**config.mk**
```make
export PLATFORM = sky130hd
export DESIGN_NAME = btn_mode_ctrl
export DESIGN_NICKNAME = d
export VERILOG_FILES = /design/src/rtl/btn_mode_ctrl.sv
export SDC_FILE = /design/constraint.sdc
export NUM_CORES = 1
export LEC_CHECK = 0
export CORE_UTILIZATION = 46
export CTS_BUF_LIST = sky130_fd_sc_hd__clkbuf_8
export CTS_CLUSTER_SIZE = 10
export DETAILED_ROUTE_END_ITERATION = 12
export PLACE_DENSITY = 0.78
export SETUP_SLACK_MARGIN = 0.02
export SLEW_MARGIN = 20
export SYNTH_ARGS = -nofsm -noshare
export SYNTH_HDL_FRONTEND = slang
export SYNTH_SLANG_ARGS = --single-unit
```
**constraint.sdc**
```tcl
create_clock -name clk -period 3.48 [get_ports clk]
set_clock_uncertainty 0.2 [all_clocks]
set_input_delay 0.696 -clock clk [delete_from_list [all_inputs] [get_ports clk]]
set_output_delay 0.696 -clock clk [all_outputs]
set_load 0.01 [all_outputs]
```
**src/rtl/btn_mode_ctrl.sv**
```systemverilog
// Button-driven mode/enable controller with req/ack update handshake toward the config block.
// Build option: define BTN_CTRL_REPEAT_EN to enable hold-to-auto-repeat on increment/decrement.
module btn_mode_ctrl #(
  parameter int          MODE_NUM   = 8,
  parameter logic [23:0] LONG_CNT   = 24'd12_000_000,
  parameter logic [23:0] REPEAT_CNT = 24'd2_400_000,
  localparam int         MODE_W     = $clog2(MODE_NUM)
) (
  input  logic              clk,
  input  logic              rst_n,
  input  logic [3:0]        btn_deb,
  output logic              cfg_req,
  input  logic              cfg_ack,
  output logic [MODE_W-1:0] cfg_mode,
  output logic              cfg_en,
  output logic              busy
);

  typedef enum logic [1:0] {S_IDLE, S_REQ, S_HOLD, S_REL} state_t;

  typedef struct packed {
    logic [MODE_W-1:0] mode;
    logic              en;
  } cfg_t;

  state_t      r_state;
  cfg_t        r_cfg;
  logic [1:0]  r_act;
  logic        r_req;
  logic        r_busy;
  logic [3:0]  r_btn_q;
  logic [3:0]  w_pressed;
  logic        w_any;
  logic [1:0]  w_sel;

`ifdef BTN_CTRL_REPEAT_EN
  logic [23:0] r_cnt;
  logic        r_rpt;
  logic [23:0] w_thr;
  logic        w_last;

  assign w_thr  = r_rpt ? REPEAT_CNT : LONG_CNT;
  assign w_last = (r_cnt == w_thr - 24'd1);
`else
  logic w_unused_params;
  assign w_unused_params = ^{LONG_CNT, REPEAT_CNT};
`endif

  assign w_pressed = ~r_btn_q;
  assign w_any     = |w_pressed;

  // lowest pressed index wins
  always_comb begin
    w_sel = 2'd3;
    if (w_pressed[2]) w_sel = 2'd2;
    if (w_pressed[1]) w_sel = 2'd1;
    if (w_pressed[0]) w_sel = 2'd0;
  end

  function automatic cfg_t f_apply(input cfg_t c, input logic [1:0] a);
    cfg_t n;
    n = c;
    case (a)
      2'd0: n.mode = (c.mode == MODE_W'(MODE_NUM - 1)) ? '0 : c.mode + 1'b1;
      2'd1: n.mode = (c.mode == '0) ? MODE_W'(MODE_NUM - 1) : c.mode - 1'b1;
      2'd2: n.mode = '0;
      default: n.en = ~c.en;
    endcase
    return n;
  endfunction

  always_ff @(posedge clk or negedge rst_n) begin
    if (!rst_n) begin
      r_state <= S_IDLE;
      r_cfg   <= '{mode: '0, en: 1'b1};
      r_act   <= 2'd0;
      r_req   <= 1'b0;
      r_busy  <= 1'b0;
      r_btn_q <= 4'hF;
`ifdef BTN_CTRL_REPEAT_EN
      r_cnt   <= 24'd0;
      r_rpt   <= 1'b0;
`endif
    end else begin
      r_btn_q <= btn_deb;
      case (r_state)
        S_IDLE: begin
          if (w_any) begin
            r_act   <= w_sel;
            r_cfg   <= f_apply(r_cfg, w_sel);
            r_req   <= 1'b1;
            r_busy  <= 1'b1;
            r_state <= S_REQ;
`ifdef BTN_CTRL_REPEAT_EN
            r_cnt   <= 24'd0;
            r_rpt   <= 1'b0;
`endif
          end
        end
        // setting is frozen until the consumer accepts it
        S_REQ: begin
          if (cfg_ack) begin
            r_req   <= 1'b0;
            r_state <= S_HOLD;
`ifdef BTN_CTRL_REPEAT_EN
            r_cnt   <= 24'd0;
`endif
          end
        end
        S_HOLD: begin
          if (!w_pressed[r_act]) begin
            r_state <= S_REL;
          end
`ifdef BTN_CTRL_REPEAT_EN
          else if (!r_act[1] && w_last) begin
            r_cfg   <= f_apply(r_cfg, r_act);
            r_rpt   <= 1'b1;
            r_cnt   <= 24'd0;
            r_req   <= 1'b1;
            r_state <= S_REQ;
          end else begin
            r_cnt   <= r_cnt + 24'd1;
          end
`endif
        end
        S_REL: begin
          if (&r_btn_q) begin
            r_busy  <= 1'b0;
            r_state <= S_IDLE;
          end
        end
        default: r_state <= S_IDLE;
      endcase
    end
  end

  assign cfg_req  = r_req;
  assign cfg_mode = r_cfg.mode;
  assign cfg_en   = r_cfg.en;
  assign busy     = r_busy;

endmodule

```
==> results of run 1 <==
registers in the layout, summed over array words and instances, names as in the netlist:
register and count:
cfg_req 1, r_act 2, busy 1, cfg_en 1, r_btn_q 4, r_state 2, cfg_mode 3
power by group:
group	internal [mW]	switching [mW]	leakage, nW
Clock	0.0780	0.0545	0.0269
Combinational	0.193	0.180	0.246
Sequential	0.230	0.0536	0.157
per-layer routing:
layer,wire length [µm],vias up,share of wire (%)
li1,-,300,-
met1,633,261,50
met2,590,10,46
met3,34,2,2.7
met4,18,0,1.4
met5,0,-,0
worst paths after layout:
kind,from,endpoint,slack [ns],cells after the start
max,cfg_en,cfg_en,1.27,1
max reg2reg,r_state[0],r_state[1],1.69,5
min reg2reg,cfg_req,cfg_req,0.31,1
max in group asynchronous,rst_n,cfg_mode[1],2.07,1
min in group asynchronous,rst_n,r_act[0],0.63,1
min,cfg_req,cfg_req,0.31,1
kinds of logic after synthesis:
group	synth area share [%]
buffers and inverters	6.46
xor gates and xnor gates	1.08
DFF	43.8
adders and majority gates	13.8
muxes	5.38
and+or+nand+nor	13.2
AOI/OAI and AO/OA	16.2
through the flow:
| stage | util (%) | instances |
|---|---|---|
| 6_report | 61.7 | 108 |
| 5_1_grt | 61.7 | 108 |
| 4_1_cts | 61.7 | 108 |
| 3_5_place_dp | 58.8 | 104 |
| 3_3_place_gp | 58.8 | 104 |
| 2_1_floorplan | - | 79 |
cell usage in the layout (no fill, tap or decap), drive strengths merged:
master / count
a211oi: 1
a21boi: 2
a21oi: 9
and2: 1
and4: 1
clkbuf: 3
clkdlybuf4s50: 12
dfrtp: 9
dfstp: 5
ha: 9
inv: 8
mux2: 1
mux2i: 1
mux4: 1
nand2: 7
nand2b: 3
nand3: 1
nand4: 2
nor2: 5
nor2b: 1
nor3: 1
o2111ai: 1
o21ai: 3
o22ai: 1
o2bb2ai: 1
o31a: 1
o32a: 1
xor2: 1
cell type report:
| type | instances | area, µm² |
|---|---|---|
| clock inverter | 1 | 3.75 |
| inverter | 7 | 26.3 |
| clock buffer | 3 | 41.3 |
| sequential | 14 | 357 |
| timing repair buffer | 12 | 120 |
| tap | 16 | 20.0 |
| multi-input combinational | 55 | 404 |
| fill | 137 | 604 |
==> impl_metrics.ini, run 1 <==
[synthesis]
synth-seq-cells = 14
synth_largest_area_cell = dfrtp_1
synth-seq-area-share_pct = 43.8
postSynthCellCount = 79
ys.flop_type = dfrtp_1
synth.cell_area_um2 = 813
ys_warn_count = 0
synth_area_per_cell_um2 = 10.3
synth_nets = 95
synth_top_cells_by_count = a21oi_1 (9), dfrtp_1 (9), ha_1 (9), inv_1 (7), nand2_1 (7)
synth-edff-count = 0
netlist_top_cells_area = dfrtp_1 (28%), dfstp_2 (16%), ha_1 (14%)
synthArstFlopShare_pct = 100
synth_cell_types = 28
netlist.area_leader.share_pct = 27.7

[final_layout]
layout.nets = 109
antenna_cells = 0
finish.instance_area_um2 = 972
syn_to_final_growth_pct = 19.5
drive_above_1_share_pct = 10.9

[die]
pin_count = 13
die_h_um = 44.0
initial_core_util_pct = 51.6
die_w_um = 44.0
core_area_mm2 = 0.00158
fp.dieArea_mm2 = 0.00194
placementRows = 14

[route]
drc = 0
antenna_left = 0
avgRoutedWirePerCell_um = 11.8
wl_um = 1280
first_pass_iters = 4
vias_per_cell = 5.31
vias = 573
drt_iter0_drc = 8

[grt]
first_global_vias = 514
grt_pass1_wl_um = 2210
grt_antenna_before_repair = 0
overflow = 0
grt.total_usage_pct = 16.1
grt-busiest-layer = met2
met1_usage_pct = 23.1
met2_usage_pct = 23.2
grt_max_degree = 15
grtUsageMet3_pct = 3.67

[worst_setup_path]
critPathKind = flip-flop to output pin
required_ns = 2.58
cp_num_buf_inv = 1
crit_chain = clkdlybuf4s50_1
critPathSlowestCell = dfstp_2
path_max_fanout = 2
slowest_delay_ns = 0.54
end_kind = output pin
arrival_ns = 1.31
path_delay_family = flip-flops
critPathLaunchType = flip-flop

[cts]
cts_tree = yes
clk_latency_ns = 0.24
cts_resized = 0
cts_made_buffers = 3
clockRootBuffer = clkbuf_8
max-clock-path-buffers = 2
clkSinkCount = 14
clkTransAtPathRegs_ns = 0.06
htreeDepth = 1
postCtsSetupBuffers = 0
hold_buffers = 0

[status]
status = completed

[timing]
rsz0062_at_grt = false
tightest_slew_ns = 0.585
fmax_mhz = 453
drv_slew = 0
finalHoldViolCount = 0
slew_headroom_pct = 60.9
tns_ns = 0
fin_crit_sh_pct = 63.5
setup_violations = 0
fin_crit_ns = 2.21
fin_hold_ws_ns = 0.315
timing.final.ws_setup_ns = 1.27

[placed_design]
dpl.hpwl_um = 1020
port_buffers = 12
gp_congestion = 0.804
placed_area_um2 = 927
place_ws_ns = 1.39

[worst_hold_path]
worst_hold_path_type = flip-flop to flip-flop

[power]
power.total_mw = 0.790
cellPowerDensity_mw_per_mm2 = 813
vdd_drop_max_mv = 0.463
p_leak_nw = 0.430

[flow_run]
drv_cap = 0
(Power assumes the default switching activity.)
==> inputs of run 2 (changes only) <==
clock period = 2.3 ns   (was 3.48 ns; I/O delays follow)
==> impl_metrics.ini, run 2 (synthesis results as in run 1) <==
[grt]
first_global_vias = 517
grt_pass1_wl_um = 2170
grt_max_degree = 15
overflow = 0
grt.total_usage_pct = 15.7
grt_antenna_before_repair = 0

[route]
vias = 585
first_pass_iters = 4
drt_iter0_drc = 12
antenna_left = 0
wl_um = 1290
avgRoutedWirePerCell_um = 11.9
vias_per_cell = 5.42
drc = 0

[timing]
fin_crit_ns = 1.97
tns_ns = 0
rsz0062_at_grt = false
fin_crit_sh_pct = 85.6
slew_headroom_pct = 60.2
tightest_slew_ns = 0.595
finalHoldViolCount = 0
fmax_mhz = 508
setup_violations = 0
drv_slew = 0

[worst_setup_path]
ff2ff_path_depth = 5
rrSetupSlack_ns = 0.50
crit_chain = clkdlybuf4s50_1
end_kind = output pin
worstReg2RegEnd = r_state[1]
arrival_ns = 1.31
critPathLaunchType = flip-flop
critPathKind = flip-flop to output pin
path_max_fanout = 2
slowest_delay_ns = 0.54
worstReg2RegStart = r_state[0]
path_delay_family = flip-flops
required_ns = 1.64
critPathSlowestCell = dfstp_2
cp_num_buf_inv = 1

[cts]
hold_buffers = 0
clkTransAtPathRegs_ns = 0.06
cts_resized = 0
cts_tree = yes
postCtsSetupBuffers = 0
max-clock-path-buffers = 2
htreeDepth = 1
clkSinkCount = 14
clockRootBuffer = clkbuf_8
clk_latency_ns = 0.25
cts_made_buffers = 3

[die]
core_area_mm2 = 0.00158
die_w_um = 44.0
fp.dieArea_mm2 = 0.00194
die_h_um = 44.0
pin_count = 13
initial_core_util_pct = 51.6
placementRows = 14

[final_layout]
layout.cells.most_common = clkdlybuf4s50_1
layout.nets = 109
n_fill_cell = 120
largest-register = r_btn_q
drive_above_1_share_pct = 10.9
antenna_cells = 0
largest_reg_flops = 4
syn_to_final_growth_pct = 19.5
final_cell_mix = clkdlybuf4s50_1 (12), a21oi_1 (9), ha_1 (9), dfrtp_1 (9), inv_1 (8)

[power]
power.total_mw = 1.19
p_leak_nw = 0.430
cellPowerDensity_mw_per_mm2 = 1230
vdd_drop_max_mv = 0.559

[placed_design]
port_buffers = 12
dpl.hpwl_um = 954
gp_congestion = 0.776

[flow_run]
drv_cap = 0

[worst_hold_path]
min_path_cells = 1
worst_hold_path_type = flip-flop to flip-flop
min_to = cfg_req
hp-start = cfg_req

[status]
status = completed
[run 2: worst max-delay path by stage]
stage / startpoint / slack, ns / cells after the start / end
3_5_place_dp: cfg_ack / 0.45 / 4 / r_state[1]
6_report: cfg_en / 0.33 / 1 / cfg_en
2_1_floorplan: r_btn_q[1] / 0.55 / 4 / r_state[1]
4_1_cts: cfg_en / 0.32 / 1 / cfg_en
5_1_grt: cfg_en / 0.31 / 1 / cfg_en
3_3_place_gp: cfg_ack / 0.48 / 4 / r_state[1]
[run 2: report_power, final]
group | internal [mW] | switching, mW
registers | 0.349 | 0.0811
logic | 0.290 | 0.268
clock network | 0.118 | 0.0886
[run 2: cell type report]
class / count / area [µm²] / share of cell area (%)
multi-input cells: 55 / 404 / 41.6
flip-flops and latches: 14 / 357 / 36.7
repair buffers: 12 / 120 / 12.4
clock inverters: 1 / 3.75 / 0.386
well taps: 16 / 20.0 / 2.06
clock buffers: 3 / 41.3 / 4.25
inverters: 7 / 26.3 / 2.70
[run 2: stage by stage]
step	area (µm²)	worst slack [ns]	hold slack, ns	cells	util [%]
floorplan	813	0.548	-0.0356	79	-
global placement	927	0.479	0.302	104	58.8
detailed placement	927	0.452	0.303	104	58.8
CTS	972	0.322	0.316	108	61.7
global route	972	0.311	0.329	108	61.7
finish	972	0.332	0.310	108	61.7
[run 2: per-layer routing]
layer | part of all wire [%] | routed length [µm] | track usage, %
met5 | 0 | 0 | 0
met4 | 2.8 | 36 | 10.9
met3 | 3.8 | 49 | 3.67
met2 | 45 | 574 | 22.4
met1 | 49 | 626 | 21.1
==> inputs of run 3 (changes only) <==
clock period = 2.26 ns   (was 2.3 ns; I/O delays follow)
==> impl_metrics.ini, run 3 (synthesis results as in run 1) <==
[route]
avgRoutedWirePerCell_um = 12.3
first_pass_iters = 4
wl_um = 1330
drt_iter0_drc = 13
vias_per_cell = 5.48
vias = 592
antenna_left = 0
drc = 0

[worst_setup_path]
worstReg2RegEnd = r_state[1]
rrSetupSlack_ns = 0.45
required_ns = 1.61
slowest_delay_ns = 0.54
end_kind = output pin
cp-startpoint = cfg_en
arrival_ns = 1.30
critPathSlowestCell = dfstp_2
path_delay_family = flip-flops
crit_chain = clkdlybuf4s50_1
critPathLaunchType = flip-flop
ff2ff_path_depth = 5
worstReg2RegStart = r_state[1]
cp_num_buf_inv = 1
path_max_fanout = 2
critPathKind = flip-flop to output pin

[cts]
clockRootBuffer = clkbuf_8
htreeDepth = 1
clkSinkCount = 14
clkTransAtPathRegs_ns = 0.06
postCtsSetupBuffers = 0
max-clock-path-buffers = 2
cts_tree = yes
cts_resized = 0
hold_buffers = 0
clk_latency_ns = 0.24
cts_made_buffers = 3

[power]
vdd_drop_max_mv = 0.879
cellPowerDensity_mw_per_mm2 = 1250
power.total_mw = 1.22
p_leak_nw = 0.430

[die]
fp.dieArea_mm2 = 0.00194
die_w_um = 44.0
initial_core_util_pct = 51.6
die_h_um = 44.0
pin_count = 13
placementRows = 14
core_area_mm2 = 0.00158

[timing]
slew_headroom_pct = 59.0
finalHoldViolCount = 0
tightest_slew_ns = 0.614
rsz0062_at_grt = false
setup_violations = 0
fmax_mhz = 512
drv_slew = 0
tns_ns = 0
fin_crit_ns = 1.96
fin_crit_sh_pct = 86.5

[final_layout]
finish.utilization_pct = 61.7
final_cell_mix = clkdlybuf4s50_1 (12), a21oi_1 (9), ha_1 (9), dfrtp_1 (9), inv_1 (8)
layout.cells.most_common = clkdlybuf4s50_1
finish.instance_area_um2 = 972
largest_reg_flops = 4
largest-register = r_btn_q
syn_to_final_growth_pct = 19.5
layout.nets = 109
antenna_cells = 0
drive_above_1_share_pct = 10.9

[placed_design]
dpl.hpwl_um = 953
port_buffers = 12
placed_area_um2 = 927
gp_congestion = 0.776

[worst_hold_path]
min_path_cells = 1
hp-start = cfg_req
worst_hold_path_type = flip-flop to flip-flop
min_to = cfg_req

[status]
status = completed

[flow_run]
drv_cap = 0

[grt]
overflow = 0
grt_pass1_wl_um = 2250
first_global_vias = 545
grt_max_degree = 15
grt_antenna_before_repair = 0
grt.total_usage_pct = 15.9
run 3: cell counts in the layout (fill, tap and decap cells not counted):
Identical to the previous run, type by type.
run 3: how the worst max path moves through the flow:
stage / depth (start not counted) / slack, ns / endpoint
after floorplan: 4 / 0.51 / r_state[1]
after global placement: 4 / 0.45 / r_state[1]
after detailed placement: 4 / 0.41 / r_state[1]
after CTS: 1 / 0.30 / cfg_en
after global routing: 1 / 0.29 / cfg_en
final: 1 / 0.30 / cfg_en
run 3: metrics by stage:
stage	hold slack [ns]	instances	setup slack [ns]
floorplan	-0.0436	79	0.508
global placement	0.302	104	0.446
detailed placement	0.304	104	0.413
CTS	0.323	108	0.304
global route	0.338	108	0.287
finish	0.319	108	0.305
run 3: layout make-up:
| type | count | area [µm²] |
|---|---|---|
| Fill cell | 121 | 604 |
| Clock buffer | 3 | 41.3 |
| Inverter | 7 | 26.3 |
| Clock inverter | 1 | 3.75 |
| Sequential cell | 14 | 357 |
| Multi-Input combinational cell | 55 | 404 |
| Timing Repair Buffer | 12 | 120 |
| Tap cell | 16 | 20.0 |
run 3: per-layer routing:
layer	GRT usage [%]	routed length, µm	share of wire, %	up-vias
met5	0	0	0	-
met4	9.09	25	1.9	0
met3	2.45	32	2.4	2
met2	23.8	597	45	8
met1	21.9	675	51	283
li1	-	-	-	299
run 3: report_power, final:
part / switching, mW / total, mW / internal (mW) / leakage (nW)
Sequential: 0.0840 / 0.439 / 0.355 / 0.157
Combinational: 0.278 / 0.577 / 0.298 / 0.246
Clock: 0.0843 / 0.204 / 0.120 / 0.0269
Total: 0.446 / 1.22 / 0.773 / 0.430
run 3: worst reg2reg max path: cells and delay by family (launching register included):
kind	cells	cell delay, ns
flip-flops	1	0.42
adder cells (fa/ha/maj)	1	0.35
multiplexers	1	0.34
AND/OR/NAND/NOR	1	0.16
buffers and inverters	1	0.12
AO/OA/AOI/OAI	1	0.10
